--- config.mk ---
export PLATFORM = sky130hd
export DESIGN_NAME = dot_argmax_collect
export DESIGN_NICKNAME = d
export VERILOG_FILES = /design/src/rtl/dot_pkg.sv /design/src/rtl/dot_argmax_collect_argmax_cmp.sv /design/src/rtl/dot_argmax_collect.sv
export SDC_FILE = /design/constraint.sdc
export NUM_CORES = 1
export LEC_CHECK = 0
export CAP_MARGIN = 0
export CORE_ASPECT_RATIO = 1.1
export CORE_MARGIN = 3
export CORE_UTILIZATION = 42
export CTS_CLUSTER_DIAMETER = 200
export DETAILED_ROUTE_END_ITERATION = 12
export PLACE_DENSITY = 0.74
export SLEW_MARGIN = 15
export SYNTH_ARGS = -nofsm -noshare
export SYNTH_HDL_FRONTEND = slang
export SYNTH_SLANG_ARGS = --single-unit
--- constraint.sdc ---
create_clock -name clk -period 2.78 [get_ports clk]
set_clock_uncertainty 0.2 [all_clocks]
set_input_delay 0.417 -clock clk [delete_from_list [all_inputs] [get_ports clk]]
set_output_delay 0.417 -clock clk [all_outputs]
set_load 0.02 [all_outputs]
--- src/rtl/dot_pkg.sv ---
// Shared definitions for the dot-product argmax collector: default sizes,
// the Q8.18 fraction-bit count, the collector state encoding and index sizing.
package dot_pkg;

    localparam int DOT_VAL_SIZE  = 26;
    localparam int DOT_NEURON_N  = 10;
    localparam int DOT_FRAC_BITS = 18;

    typedef enum logic [1:0] {
        ST_IDLE    = 2'd0,
        ST_COLLECT = 2'd1,
        ST_DONE    = 2'd2
    } dot_state_e;

    // Bits needed to index n classes; never less than one bit.
    function automatic int idx_width(input int n);
        return (n <= 1) ? 1 : $clog2(n);
    endfunction

endpackage

--- src/rtl/dot_argmax_collect_argmax_cmp.sv ---
// Combinational running-argmax step: signed strict-greater compare of the
// incoming score against the current maximum, selecting the next max/idx.
module argmax_cmp
    import dot_pkg::*;
#(
    parameter int VAL_SIZE = DOT_VAL_SIZE,
    parameter int IDX_W    = idx_width(DOT_NEURON_N)
) (
    input  logic [VAL_SIZE-1:0] max_in,
    input  logic [IDX_W-1:0]    idx_in,
    input  logic [VAL_SIZE-1:0] value_in,
    input  logic [IDX_W-1:0]    cnt,
    output logic [VAL_SIZE-1:0] max_next,
    output logic [IDX_W-1:0]    idx_next
);

    logic greater_s;

    // Strictly greater so that ties keep the earliest (lowest) index.
    always_comb begin
        greater_s = ($signed(value_in) > $signed(max_in));
        if (greater_s) begin
            max_next = value_in;
            idx_next = cnt;
        end else begin
            max_next = max_in;
            idx_next = idx_in;
        end
    end

endmodule

--- src/rtl/dot_argmax_collect.sv ---
// Collects NEURON_N signed scores per frame and presents the argmax class and
// its score with a valid/ack handshake. Optional score buffer: DOT_ARGMAX_SCORE_BUF_EN.
module dot_argmax_collect
    import dot_pkg::*;
#(
    parameter int VAL_SIZE = DOT_VAL_SIZE,
    parameter int NEURON_N = DOT_NEURON_N,
    parameter int IDX_W    = idx_width(NEURON_N)
) (
    input  logic                clk,
    input  logic                GlobalReset,
    input  logic [VAL_SIZE-1:0] value_in,
    input  logic                value_valid,
    input  logic                result_ack,
    output logic                busy,
    output logic                result_valid,
    output logic [IDX_W-1:0]    class_out,
    output logic [VAL_SIZE-1:0] max_out,
    output logic                drop_err,
    input  logic [IDX_W-1:0]    rd_addr,
    output logic [VAL_SIZE-1:0] rd_data
);

    // One extra bit so the count can reach NEURON_N == 2**IDX_W.
    localparam int              CNT_W    = IDX_W + 1;
    localparam logic [CNT_W-1:0] LAST_CNT = CNT_W'(NEURON_N - 1);

    dot_state_e          state_r, state_next_s;
    logic [CNT_W-1:0]    cnt_r;
    logic [VAL_SIZE-1:0] max_r;
    logic [IDX_W-1:0]    idx_r;
    logic                busy_r;
    logic                result_valid_r;
    logic                drop_err_r;
    logic                accept_s;
    logic                first_s;
    logic [VAL_SIZE-1:0] cmp_max_s;
    logic [IDX_W-1:0]    cmp_idx_s;

    argmax_cmp #(
        .VAL_SIZE (VAL_SIZE),
        .IDX_W    (IDX_W)
    ) u_cmp (
        .max_in   (max_r),
        .idx_in   (idx_r),
        .value_in (value_in),
        .cnt      (cnt_r[IDX_W-1:0]),
        .max_next (cmp_max_s),
        .idx_next (cmp_idx_s)
    );

    // Next-state and accept decode for the frame FSM.
    always_comb begin
        state_next_s = state_r;
        accept_s     = 1'b0;
        first_s      = 1'b0;
        case (state_r)
            ST_IDLE: begin
                if (value_valid) begin
                    accept_s     = 1'b1;
                    first_s      = 1'b1;
                    state_next_s = (NEURON_N == 1) ? ST_DONE : ST_COLLECT;
                end else begin
                    state_next_s = ST_IDLE;
                end
            end
            ST_COLLECT: begin
                if (value_valid) begin
                    accept_s = 1'b1;
                    if (cnt_r == LAST_CNT) begin
                        state_next_s = ST_DONE;
                    end else begin
                        state_next_s = ST_COLLECT;
                    end
                end else begin
                    state_next_s = ST_COLLECT;
                end
            end
            ST_DONE: begin
                if (result_ack) begin
                    state_next_s = ST_IDLE;
                end else begin
                    state_next_s = ST_DONE;
                end
            end
            default: begin
                state_next_s = ST_IDLE;
            end
        endcase
    end

    // State register with status flags registered from the next state.
    always_ff @(posedge clk or negedge GlobalReset) begin
        if (!GlobalReset) begin
            state_r        <= ST_IDLE;
            busy_r         <= 1'b0;
            result_valid_r <= 1'b0;
        end else begin
            state_r        <= state_next_s;
            busy_r         <= (state_next_s == ST_COLLECT);
            result_valid_r <= (state_next_s == ST_DONE);
        end
    end

    // Running max/index and arrival counter.
    always_ff @(posedge clk or negedge GlobalReset) begin
        if (!GlobalReset) begin
            max_r <= {VAL_SIZE{1'b0}};
            idx_r <= {IDX_W{1'b0}};
            cnt_r <= {CNT_W{1'b0}};
        end else if (accept_s) begin
            max_r <= first_s ? value_in : cmp_max_s;
            idx_r <= first_s ? {IDX_W{1'b0}} : cmp_idx_s;
            cnt_r <= cnt_r + CNT_W'(1);
        end else if ((state_r == ST_DONE) && result_ack) begin
            cnt_r <= {CNT_W{1'b0}};
        end
    end

    // Sticky flag for scores that arrive while a result is pending.
    always_ff @(posedge clk or negedge GlobalReset) begin
        if (!GlobalReset) begin
            drop_err_r <= 1'b0;
        end else if ((state_r == ST_DONE) && value_valid) begin
            drop_err_r <= 1'b1;
        end
    end

    assign busy         = busy_r;
    assign result_valid = result_valid_r;
    assign class_out    = idx_r;
    assign max_out      = max_r;
    assign drop_err     = drop_err_r;

`ifdef DOT_ARGMAX_SCORE_BUF_EN
    logic [VAL_SIZE-1:0] score_buf_r [NEURON_N];
    logic [VAL_SIZE-1:0] rd_data_s;

    // Capture each accepted score at its arrival slot.
    always_ff @(posedge clk or negedge GlobalReset) begin
        if (!GlobalReset) begin
            for (int i = 0; i < NEURON_N; i++) begin
                score_buf_r[i] <= {VAL_SIZE{1'b0}};
            end
        end else begin
            for (int i = 0; i < NEURON_N; i++) begin
                if (accept_s && (cnt_r == CNT_W'(i))) begin
                    score_buf_r[i] <= value_in;
                end
            end
        end
    end

    // Out-of-range addresses read as zero.
    always_comb begin
        rd_data_s = {VAL_SIZE{1'b0}};
        for (int i = 0; i < NEURON_N; i++) begin
            rd_data_s = (rd_addr == IDX_W'(i)) ? score_buf_r[i] : rd_data_s;
        end
    end

    assign rd_data = rd_data_s;
`else
    logic unused_rd_addr_s;

    assign unused_rd_addr_s = ^rd_addr;
    assign rd_data          = {VAL_SIZE{1'b0}};
`endif

endmodule
# --- After elaboration in Yosys (flattened, before gate mapping) ---
# Cells that the tools add are included.
op_classes:
  n_eq_ne: 5
  order_cmp: 1
  n_addsub: 1
  n_reduce_logical: 7
  mux: 14
op_table:
  columns: ["operator", "count"]
  rows:
  - ["$mux W26", 2]
  - ["$gt A26 B26 Y1", 1]
  - ["$mux W5", 2]
  - ["$mux W4", 2]
  - ["$mux W2", 3]
  - ["$pmux W2 S3", 1]
  - ["$add A5 B1 Y5 const B", 1]
  - ["$eq A5 B4 Y1 const B", 1]
  - ["$eq A2 B1 Y1 const B", 2]
  - ["$eq A2 B2 Y1 const B", 2]
  - ["$mux W1", 4]
  - ["$reduce_bool A2 Y1", 2]
  - ["$logic_and A1 B1 Y1", 2]
  - ["$logic_not A2 Y1", 1]
  - ["$reduce_and A2 Y1", 1]
  - ["$reduce_or A2 Y1", 1]
totals:
  reg_bits: 40
  input_bits: 34
  output_inout_bits: 59
  wordCells: 35

# --- Depth between registers and ports, before layout ---
# Gate-level depths: netlist of the first run.
depth:
  ltp_word: 5
  depth_mapped: 12
  ltp_nobuf: 9

# --- Modules after synthesis ---
# From an unflattened synthesis of the first run, not the netlist that was laid out.
hier_totals:
  hier_cells: 457
  area_unflattened_um2: 3847.4
modules_own_cells:
  columns: ["mod", "n_inst", "area_per_inst_um2", "seq_area_each_um2", "cells_per_inst"]
  rows:
  - ["dot_argmax_collect", 1, 2060.7, 1001.0, 199]
  - ["argmax_cmp", 1, 1786.7, 0.0, 258]

# --- Worst setup path after synthesis of the first run ---
# Ideal clock, no wire load.
synth_path:
  kind: "register to register"
  from: "register max_r[24] (netlist: max_out[24])"
  to: "register max_r[10] (netlist: max_out[10])"
  required_time_ns: 2.454
  path_stages_with_launch: 12
  setup_time_ns: 0.126
  setup_slack_ns: -0.060
  path_buffers: 2
  arrival_time_ns: 2.514
  period_less_slack_ns: 2.840
  cell_sequence: "dfrtp_1 inv_1 ha_1 a21oi_1 nand2_1 a221oi_2 o211ai_2 or2_4 a31o_1 buf_6 buf_8 a221o_1"
synth_between:
  elab_chain_cells: 3
synth_lines:
  columns: ["element", "line_no", "rtl"]
  rows:
  - ["start, declared", "dot_argmax_collect.sv:30", "logic [VAL_SIZE-1:0] max_r;"]
  - ["start signal, assigned", "dot_argmax_collect.sv:108", "max_r <= {VAL_SIZE{1'b0}};"]
  - ["start signal, assigned", "dot_argmax_collect.sv:112", "max_r <= first_s ? value_in : cmp_max_s;"]
  - ["$gt A26 B26 Y1", "dot_argmax_collect_argmax_cmp.sv:21", "greater_s = ($signed(value_in) > $signed(max_in));"]
  - ["$reduce_bool A2 Y1 (no source line)", null, null]
  - ["$reduce_and A2 Y1 (no source line)", null, null]
# Every way passes these cells.
# A chain may end at the register's enable or synchronous reset.

# --- Final worst setup path of the first run ---
layout_path:
  from: "register max_r[20] (netlist: max_out[20])"
  to: "register max_r[1] (netlist: max_out[1])"
# The elaborated chain is that of the path after synthesis.

==> impl_metrics.ini, run 1 <==
[status]
outcome = finished with violations
violations = setup timing

[logic_synthesis]
async_reset_ff_share_pct = 100
synth_edf_count = 0
ys.flop_type = dfrtp_1
netlist_area_mm2 = 0.00279
synth_area_per_cell_um2 = 10.4
ys_ff_latch = 40
ys_seq_area_share_pct = 35.9
synth_warnings = 0
synth.distinct_cells = 44
syn_inst = 269

[clock_tree]
cts_inserted_buffers = 5
clock-sinks = 40
cts_root_buf = clkbuf_8
clock_latency_ns = 0.30
clock_tree.buffer_depth = 2
cts-hold-fix-buffers = 0
htreeDepth = 2
cts_tree = built
clkTransAtPathRegs_ns = 0.09

[cells_and_area]
diodes = 0
final_cell_mix = buf_4 (54), clkdlybuf4s50_1 (37), dfrtp_1 (35)
drive_gt1_share_pct = 29.7
synthToLayoutAreaGrowth_pct = 49.8
n_fill_cell = 504
layout_commonest_cell = buf_4
nets = 452
final_area_mm2 = 0.00418

[timing]
fmax_mhz = 346
final_max_slew_viol_count = 0
final.period_utilization_pct = 104
setup_viol_count_final = 30
setup_slack_ns = -0.108
timing.slew.headroom_pct = 39.9
tightestPinTransition_ns = 0.901
hold_ws_ns = 0.0413
rsz0062_at_grt = true
hold_viol = 0
period_needed_ns = 2.89

[routing]
drt_iter0_markers = 147
viasPerCell = 5.47
vias = 2576
ant_nets = 0
drtPass1Iterations = 4
routed_wl_um = 7860
drc_errors = 0
routedWlPerCell_um = 16.7

[die]
die-height_um = 91.4
coreArea_mm2 = 0.00631
io_pins = 93
rows = 30
initial_utilization_pct = 44.2
die_w_um = 83.7
die-area_mm2 = 0.00765

[power]
power_switching_mw = 1.97
cellLeakagePower_nw = 2.00
intPower_mw = 2.88
ir_drop_v = 0.000636
p_per_area_mw_per_mm2 = 1160
power_mw = 4.85
clock_power_share_pct = 11.1
comb_power_share_pct = 66.0
p_seq_share_pct = 22.9
p_sw_share_pct = 40.7

[setup_path]
crit_arrival_ns = 2.87
worstSetupStartpointType = flop
critPathRequiredTime_ns = 2.77
end_kind = flop
critPathKind = flop to flop
crit_fanout = 7

[worst_hold_path]
hold_path_class = primary input to async pin

[placed_design]
routabilityCongestion = 0.744
dp_hpwl_um = 4940
portBuffers = 62
placed_cell_area_mm2 = 0.00371

[global_route]
antenna_found_initial = 0
grt_pass1_wl_um = 12400
track_usage_pct = 19.6
grt_max_degree = 41
grt_pass1_vias = 2607
gr-total-overflow = 0

[job]
max_cap_viol_count = 0
## power by group through the flow
stage / sequential (mW) / combinational, mW / clock, mW
floorplan: 1.36 / 1.43 / 0
global placement: 1.11 / 2.60 / 0
detailed placement: 1.12 / 2.68 / 0
CTS: 1.11 / 3.00 / 0.542
global route: 1.15 / 3.46 / 0.567
finish: 1.11 / 3.20 / 0.539
## final timing paths
| kind | from | to | slack [ns] | cells past startpoint |
|---|---|---|---|---|
| max in group asynchronous | GlobalReset | max_out[25] | 1.72 | 1 |
| min | GlobalReset | max_out[5] | 0.04 | 1 |
| max reg2reg | max_out[20] | max_out[1] | -0.11 | 12 |
| max | max_out[20] | max_out[1] | -0.11 | 12 |
| min in group clk | value_in[12] | max_out[12] | 0.26 | 2 |
| min reg2reg | drop_err | drop_err | 0.27 | 1 |
## cells in the mapped netlist (all sizes together) (2+ instances only)
library cell	count	area share, %
dfrtp	40	36
a32o	4	1.4
a22o	26	8.2
nand2	9	1.2
clkbuf	3	0.40
nand3	4	0.72
nor2	10	1.3
nor2b	2	0.45
a211oi	2	0.54
ha	28	13
a21oi	9	1.6
nor3	4	0.90
a221o	26	9.6
buf	34	9.6
a21o	4	1.1
mux2	2	0.81
nand4	6	1.9
inv	29	3.9
or2	2	0.54
o21ai	9	1.6
## registers in the layout, indices dropped and copies added (netlist names)
register	cells
busy	1
state_r	2
result_valid	1
cnt_r	5
class_out	4
max_out	26
drop_err	1
## kinds of logic (layout without fill, tap and decap cells)
group,after synthesis,in the layout,share of synthesized area (%)
other,1,26,0.135
multiplexers,2,2,0.808
flip-flops,40,40,35.9
adder cells (fa/ha/maj),28,28,12.6
AO/OA/AOI/OAI,87,87,26.9
XOR/XNOR,2,2,0.628
buffers and inverters,66,163,13.9
AND/OR/NAND/NOR,43,43,9.16
## routing by layer
metal | routed length, µm | vias up | global-route usage, %
met5 | 0 | - | 0
met4 | 60 | 0 | 5.36
met3 | 368 | 10 | 3.45
met2 | 4090 | 95 | 34.9
met1 | 3350 | 1264 | 24.1
li1 | - | 1207 | -
## worst max-delay path, cell delays in order (launching register included)
cell,delay (ns)
dfrtp_1,0.39
inv_2,0.06
ha_4,0.26
nand4_1,0.19
buf_4,0.23
nor4_4,0.29
buf_4,0.17
o31a_2,0.15
buf_4,0.12
nor4b_4,0.04
buf_4,0.15
clkbuf_16,0.16
a221o_2,0.37
## stage by stage
| stage | cells | TNS [ns] | setup slack [ns] | util (%) |
|---|---|---|---|---|
| 3_3_place_gp | 446 | -13.04 | -0.453 | 58.8 |
| 6_report | 471 | -2.50 | -0.108 | 66.2 |
| 3_5_place_dp | 446 | -13.09 | -0.472 | 58.8 |
| 2_1_floorplan | 294 | 0 | 0.0212 | - |
| 5_1_grt | 471 | -4.37 | -0.168 | 66.2 |
| 4_1_cts | 459 | 0 | 0.00898 | 64.0 |
## area by class of cell
| cell class | count | area (µm²) | area share, % |
|---|---|---|---|
| clock inverter | 1 | 30.0 | 0.719 |
| tap | 80 | 100 | 2.40 |
| sequential | 40 | 1010 | 24.1 |
| multi-input combinational | 188 | 1700 | 40.6 |
| timing repair buffer | 126 | 1130 | 27.2 |
| clock buffer | 7 | 96.3 | 2.31 |
| inverter | 29 | 111 | 2.67 |
## repair_timing
action / CTS / global route
pin swaps: 26 / 14
buffers inserted: 2 / 11
endpoints found under the setup margin: 30 / 30
resized for setup: 45 / 13
cloned: 3 / 1
No activity file was read; power rests on OpenSTA's default activity.
==> run 2: changes to the inputs <==
- SETUP_SLACK_MARGIN: default -> 0.1
==> run 2 against run 1 <==
Against the previous run:
- critical path type unchanged
- die area unchanged
- clock power down 7.6%
- sequential share of layout area down 0.95 points
- sequential power about the same
- first-iteration DRC count down 6.8%
- flip-flop and latch count unchanged
- final cell count up 4.0%
- global-route usage up 0.83 points
- via count up 2.7%
- fmax up 6.0%
- the run now ends clean
- largest power group unchanged
==> impl_metrics.ini, run 2 (synthesis results as in run 1) <==
[timing]
hold_viol = 0
fmax_mhz = 367
final_max_slew_viol_count = 0
final.period_utilization_pct = 98.0
fin_setup_tns_ns = 0
timing.slew.headroom_pct = 38.1
period_needed_ns = 2.73
tightestPinTransition_ns = 0.929
setup_viol_count_final = 0
hold_ws_ns = 0.0493
rsz0062_at_grt = true

[routing]
dr_wl_met2_um = 4180
vias = 2645
wl_met3_um = 415
viasPerCell = 5.40
ant_nets = 0
top_layer = met4
routed_wl_um = 8010
drc_errors = 0
routedWlPerCell_um = 16.3
met1Wirelength_um = 3250
drt_iter0_markers = 137
drtPass1Iterations = 4

[setup_path]
reg2reg_depth = 9
crit_fanout = 7
worstSetupStartpointType = flop
critPathMaxStageDelay_ns = 0.43
critPathRequiredTime_ns = 2.77
end_kind = flop
crit_arrival_ns = 2.71
timing.rr.start = max_out[25]
cp_cell_sequence = inv_2 > ha_4 > buf_4 > a221oi_2 > o211ai_4 > or2_4 > a31o_4 > buf_12 > a221o_2
rr_endpoint = max_out[2]
reg2reg_slack_ns = 0.05
critPathKind = flop to flop
crit_slowest_cell = dfrtp_2

[global_route]
grt_pass1_vias = 2698
antenna_found_initial = 0
grt_max_degree = 41
grt_pass1_wl_um = 12800
gr-total-overflow = 0
track_usage_pct = 20.4

[cells_and_area]
drive_gt1_share_pct = 42.4
largest_register_ffs = 26
final_cell_mix = buf_4 (73), clkdlybuf4s50_1 (35), a22o_1 (26), conb_1 (26), dlygate4sd2_1 (26)
fin_util_pct = 70.0
layout_commonest_cell = buf_4
diodes = 0
nets = 471
synthToLayoutAreaGrowth_pct = 58.4

[power]
clock_power_share_pct = 9.6
power_mw = 5.17
cellLeakagePower_nw = 2.05
comb_power_share_pct = 69.4
p_seq_share_pct = 21.0
p_per_area_mw_per_mm2 = 1170
intPower_mw = 3.09
ir_drop_v = 0.000565
power_switching_mw = 2.08
p_sw_share_pct = 40.3

[die]
coreArea_mm2 = 0.00631
die_w_um = 83.7
die-area_mm2 = 0.00765
initial_utilization_pct = 44.2
rows = 30
io_pins = 93
die-height_um = 91.4

[clock_tree]
htreeDepth = 2
cts_root_buf = clkbuf_8
clock_tree.buffer_depth = 2
cts_inserted_buffers = 5
cts_tree = built
clock-sinks = 40
clock_latency_ns = 0.30
clkTransAtPathRegs_ns = 0.09
cts-hold-fix-buffers = 0

[placed_design]
routabilityCongestion = 0.810
dp_hpwl_um = 4940
portBuffers = 62

[worst_hold_path]
hold_path_class = primary input to async pin

[status]
outcome = completed

[job]
max_cap_viol_count = 0
[run 2: cell types whose count changed in the layout (fill, tap and decap cells not counted), moves of 4 or more]
cell / previous run / this run
ha_4: 11 / 17
dfrtp_2: 5 / 18
ha_1: 17 / 11
inv_1: 26 / 13
dfrtp_1: 35 / 22
inv_2: 2 / 16
buf_4: 54 / 73
a21oi_1: 8 / 3
a21oi_2: 1 / 6
dlygate4sd2_1: 22 / 26
[run 2: worst max path at each step]
stage | startpoint | end | slack, ns | cells after the start
finish | max_out[25] | max_out[2] | 0.05 | 9
global route | max_out[11] | max_out[2] | -0.005 | 10
CTS | max_out[18] | max_out[15] | 0.08 | 12
detailed placement | value_in[21] | max_out[15] | -0.44 | 12
global placement | value_in[21] | max_out[21] | -0.39 | 10
floorplan | max_out[25] | max_out[11] | 0.09 | 12
[run 2: area by class of cell]
cell class,instances,area (µm²)
clock inverter,3,46.3
inverter,29,109
sequential,40,1020
multi-input combinational,188,1800
timing repair buffer,145,1270
clock buffer,5,68.8
fill,456,1890
tap,80,100
[run 2: critical path, delay by kind of cell (launching register included)]
kind / cells / cell delay (ns)
simple gates: 1 / 0.27
buf+inv: 3 / 0.39
flops: 1 / 0.43
compound gates: 4 / 1.11
fa+ha+maj: 1 / 0.21
[run 2: power groups by stage]
| stage | Combinational [mW] | Clock, mW | Sequential [mW] |
|---|---|---|---|
| floorplan | 1.47 | 0 | 1.38 |
| global placement | 2.61 | 0 | 1.15 |
| detailed placement | 2.69 | 0 | 1.16 |
| CTS | 3.29 | 0.512 | 1.08 |
| global route | 3.88 | 0.534 | 1.12 |
| finish | 3.59 | 0.498 | 1.09 |
[run 2: stage by stage]
step / instances / area (µm²) / setup slack (ns)
final: 490 / 4420 / 0.0546
after global routing: 490 / 4420 / -0.00524
after CTS: 477 / 4240 / 0.0784
after detailed placement: 443 / 3740 / -0.442
after global placement: 443 / 3740 / -0.385
after floorplan: 294 / 2960 / 0.0884
[run 2: timing repair]
item,4_1_cts,5_1_grt
setup endpoints to repair,30,30
hold endpoints to repair,0,0
resized for setup,62,20
pin swaps,36,26
gates cloned,2,1
buffers inserted,24,13
[run 2: metal layers]
layer  vias to the layer above  GRT usage, %
li1                       1252             -
met1                      1287          24.8
met2                        89          37.0
met3                        17          3.72
met4                         0          5.23
met5                         -             0
==> run 3: changes to the inputs <==
- CORE_UTILIZATION: 42 -> 46
- PLACE_DENSITY: 0.74 -> 0.77
- clock period: 2.78 -> 3.02 ns (I/O delays scaled with it)
==> run 3 against run 2 <==
Against the previous run:
- via count down 5.0%
- sequential share of layout area up 1.8 points
- critical path type is now primary input to flop
- critical path depth up 1
- non-clock buffer count down 41
- largest power group unchanged
- first-iteration DRC count up 93%
==> impl_metrics.ini, run 3 (synthesis results as in run 1) <==
[status]
outcome = completed

[timing]
hold_viol = 0
period_needed_ns = 2.94
final_max_slew_viol_count = 0
timing.slew.headroom_pct = 38.4
setup_slack_ns = 0.0786
final.period_utilization_pct = 97.4
fmax_mhz = 340
rsz0062_at_grt = false
setup_viol_count_final = 0
tightestPinTransition_ns = 0.924

[routing]
drc_errors = 0
drtPass1Iterations = 4
viasPerCell = 5.64
drt_iter0_markers = 265
vias = 2514
routedWlPerCell_um = 16.5
ant_nets = 0
routed_wl_um = 7380

[placed_design]
portBuffers = 62
dp_hpwl_um = 4840
dp_worst_setup_slack_ns = -0.311
routabilityCongestion = 0.821
place_inst = 436

[die]
die-area_mm2 = 0.00703
rows = 29
coreArea_mm2 = 0.00581
io_pins = 93
initial_utilization_pct = 48.0
die-height_um = 87.6
die_w_um = 80.2

[global_route]
gr-total-overflow = 0
grt_pass1_vias = 2420
antenna_found_initial = 0
grt_max_degree = 41
grt_pass1_wl_um = 11000
track_usage_pct = 19.8

[setup_path]
crit_fanout = 8
timing.rr.start = max_out[17]
end_kind = flop
rr_endpoint = max_out[24]
reg2reg_depth = 10
critPathRequiredTime_ns = 3.00
reg2reg_slack_ns = 0.20
worstSetupStartpointType = primary input
critPathKind = primary input to flop
crit_arrival_ns = 2.93

[cells_and_area]
final_cell_mix = clkdlybuf4s50_1 (47), dfrtp_1 (40), buf_4 (36), inv_1 (28)
n_fill_cell = 431
nets = 430
drive_gt1_share_pct = 23.3
largest_register_ffs = 26
multiInputGateArea_mm2 = 0.00172
layout.cells.non_filler = 446
synthToLayoutAreaGrowth_pct = 43.8
layout_commonest_cell = clkdlybuf4s50_1
regArea_mm2 = 0.00100
diodes = 0

[worst_hold_path]
hold_path_class = primary input to async pin

[clock_tree]
clkTransAtPathRegs_ns = 0.08
htreeDepth = 2
cts_inserted_buffers = 5
clock_latency_ns = 0.30
cts-hold-fix-buffers = 0
clock_tree.buffer_depth = 2
cts_tree = built
cts_root_buf = clkbuf_8
clock-sinks = 40

[power]
comb_power_share_pct = 65.2
power_switching_mw = 1.74
p_seq_share_pct = 25.4
power_mw = 4.09
p_per_area_mw_per_mm2 = 1020
clock_power_share_pct = 9.4
intPower_mw = 2.35
ir_drop_v = 0.000712
p_sw_share_pct = 42.5
cellLeakagePower_nw = 1.96

[job]
max_cap_viol_count = 0
[run 3: cell count changes in the layout (fill, tap and decap cells not counted), moves of 6 or more]
cell             before  now
a21oi_1               3    9
a21oi_2               6    0
buf_4                73   36
clkdlybuf4s50_1      35   47
dfrtp_1              22   40
dfrtp_2              18    0
dlygate4sd2_1        26    0
dlymetal6s2s_1        0   14
inv_1                13   28
inv_2                16    1
[run 3: worst max path at each step]
stage                 start           to  depth (start not counted)
5_1_grt        value_in[10]  max_out[24]                         10
3_3_place_gp   value_in[24]   max_out[2]                         10
3_5_place_dp   value_in[24]   max_out[5]                         10
6_report       value_in[10]  max_out[24]                         10
4_1_cts        value_in[24]  max_out[11]                         11
2_1_floorplan   max_out[24]  max_out[10]                         11
[run 3: stage by stage]
| stage | hold slack [ns] | TNS, ns | utilization [%] | instance area (µm²) |
|---|---|---|---|---|
| floorplan | -0.0426 | 0 | - | 2880 |
| global route | 0.154 | 0 | 69.1 | 4010 |
| finish | 0.0835 | 0 | 69.1 | 4010 |
| CTS | 0.119 | 0 | 64.8 | 3760 |
| global placement | 0.242 | -7.19 | 62.5 | 3630 |
| detailed placement | 0.254 | -8.23 | 62.5 | 3630 |
[run 3: area by class of cell]
type | instances | area share [%]
clock buffer | 8 | 2.25
inverter | 29 | 2.72
multi-input combinational | 188 | 42.8
sequential | 40 | 25.0
tap | 77 | 2.40
timing repair buffer | 104 | 24.9
[run 3: worst max-delay path, stage by stage]
cell,delay (ns)
clkdlybuf4s50_1,0.44
ha_1,0.29
nand4_1,0.18
nor4_4,0.36
buf_4,0.17
a41o_4,0.23
inv_2,0.06
a31o_4,0.26
buf_4,0.18
a221o_1,0.31
[run 3: repair_timing]
item                                   in CTS  in global routing
pin swaps                                   7                 19
gates cloned                                0                  1
gates resized for setup                     5                 38
buffers inserted                            0                  1
endpoints found under the hold margin       0                  0
setup endpoints to repair                  26                 30
[run 3: power by group through the flow]
| stage | clock network (mW) | logic, mW | registers [mW] |
|---|---|---|---|
| after detailed placement | 0 | 2.38 | 1.03 |
| after CTS | 0.387 | 2.42 | 1.03 |
| after floorplan | 0 | 1.30 | 1.24 |
| after global placement | 0 | 2.30 | 1.03 |
| after global routing | 0.415 | 2.90 | 1.08 |
| final | 0.382 | 2.67 | 1.04 |
[run 3: routing by layer]
metal | share of wire, % | global-route usage [%] | up-vias
met5 | 0 | 0 | -
met4 | 1.2 | 7.07 | 0
met3 | 5.7 | 4.22 | 12
met2 | 50 | 33.4 | 90
met1 | 43 | 25.0 | 1251
li1 | - | - | 1161
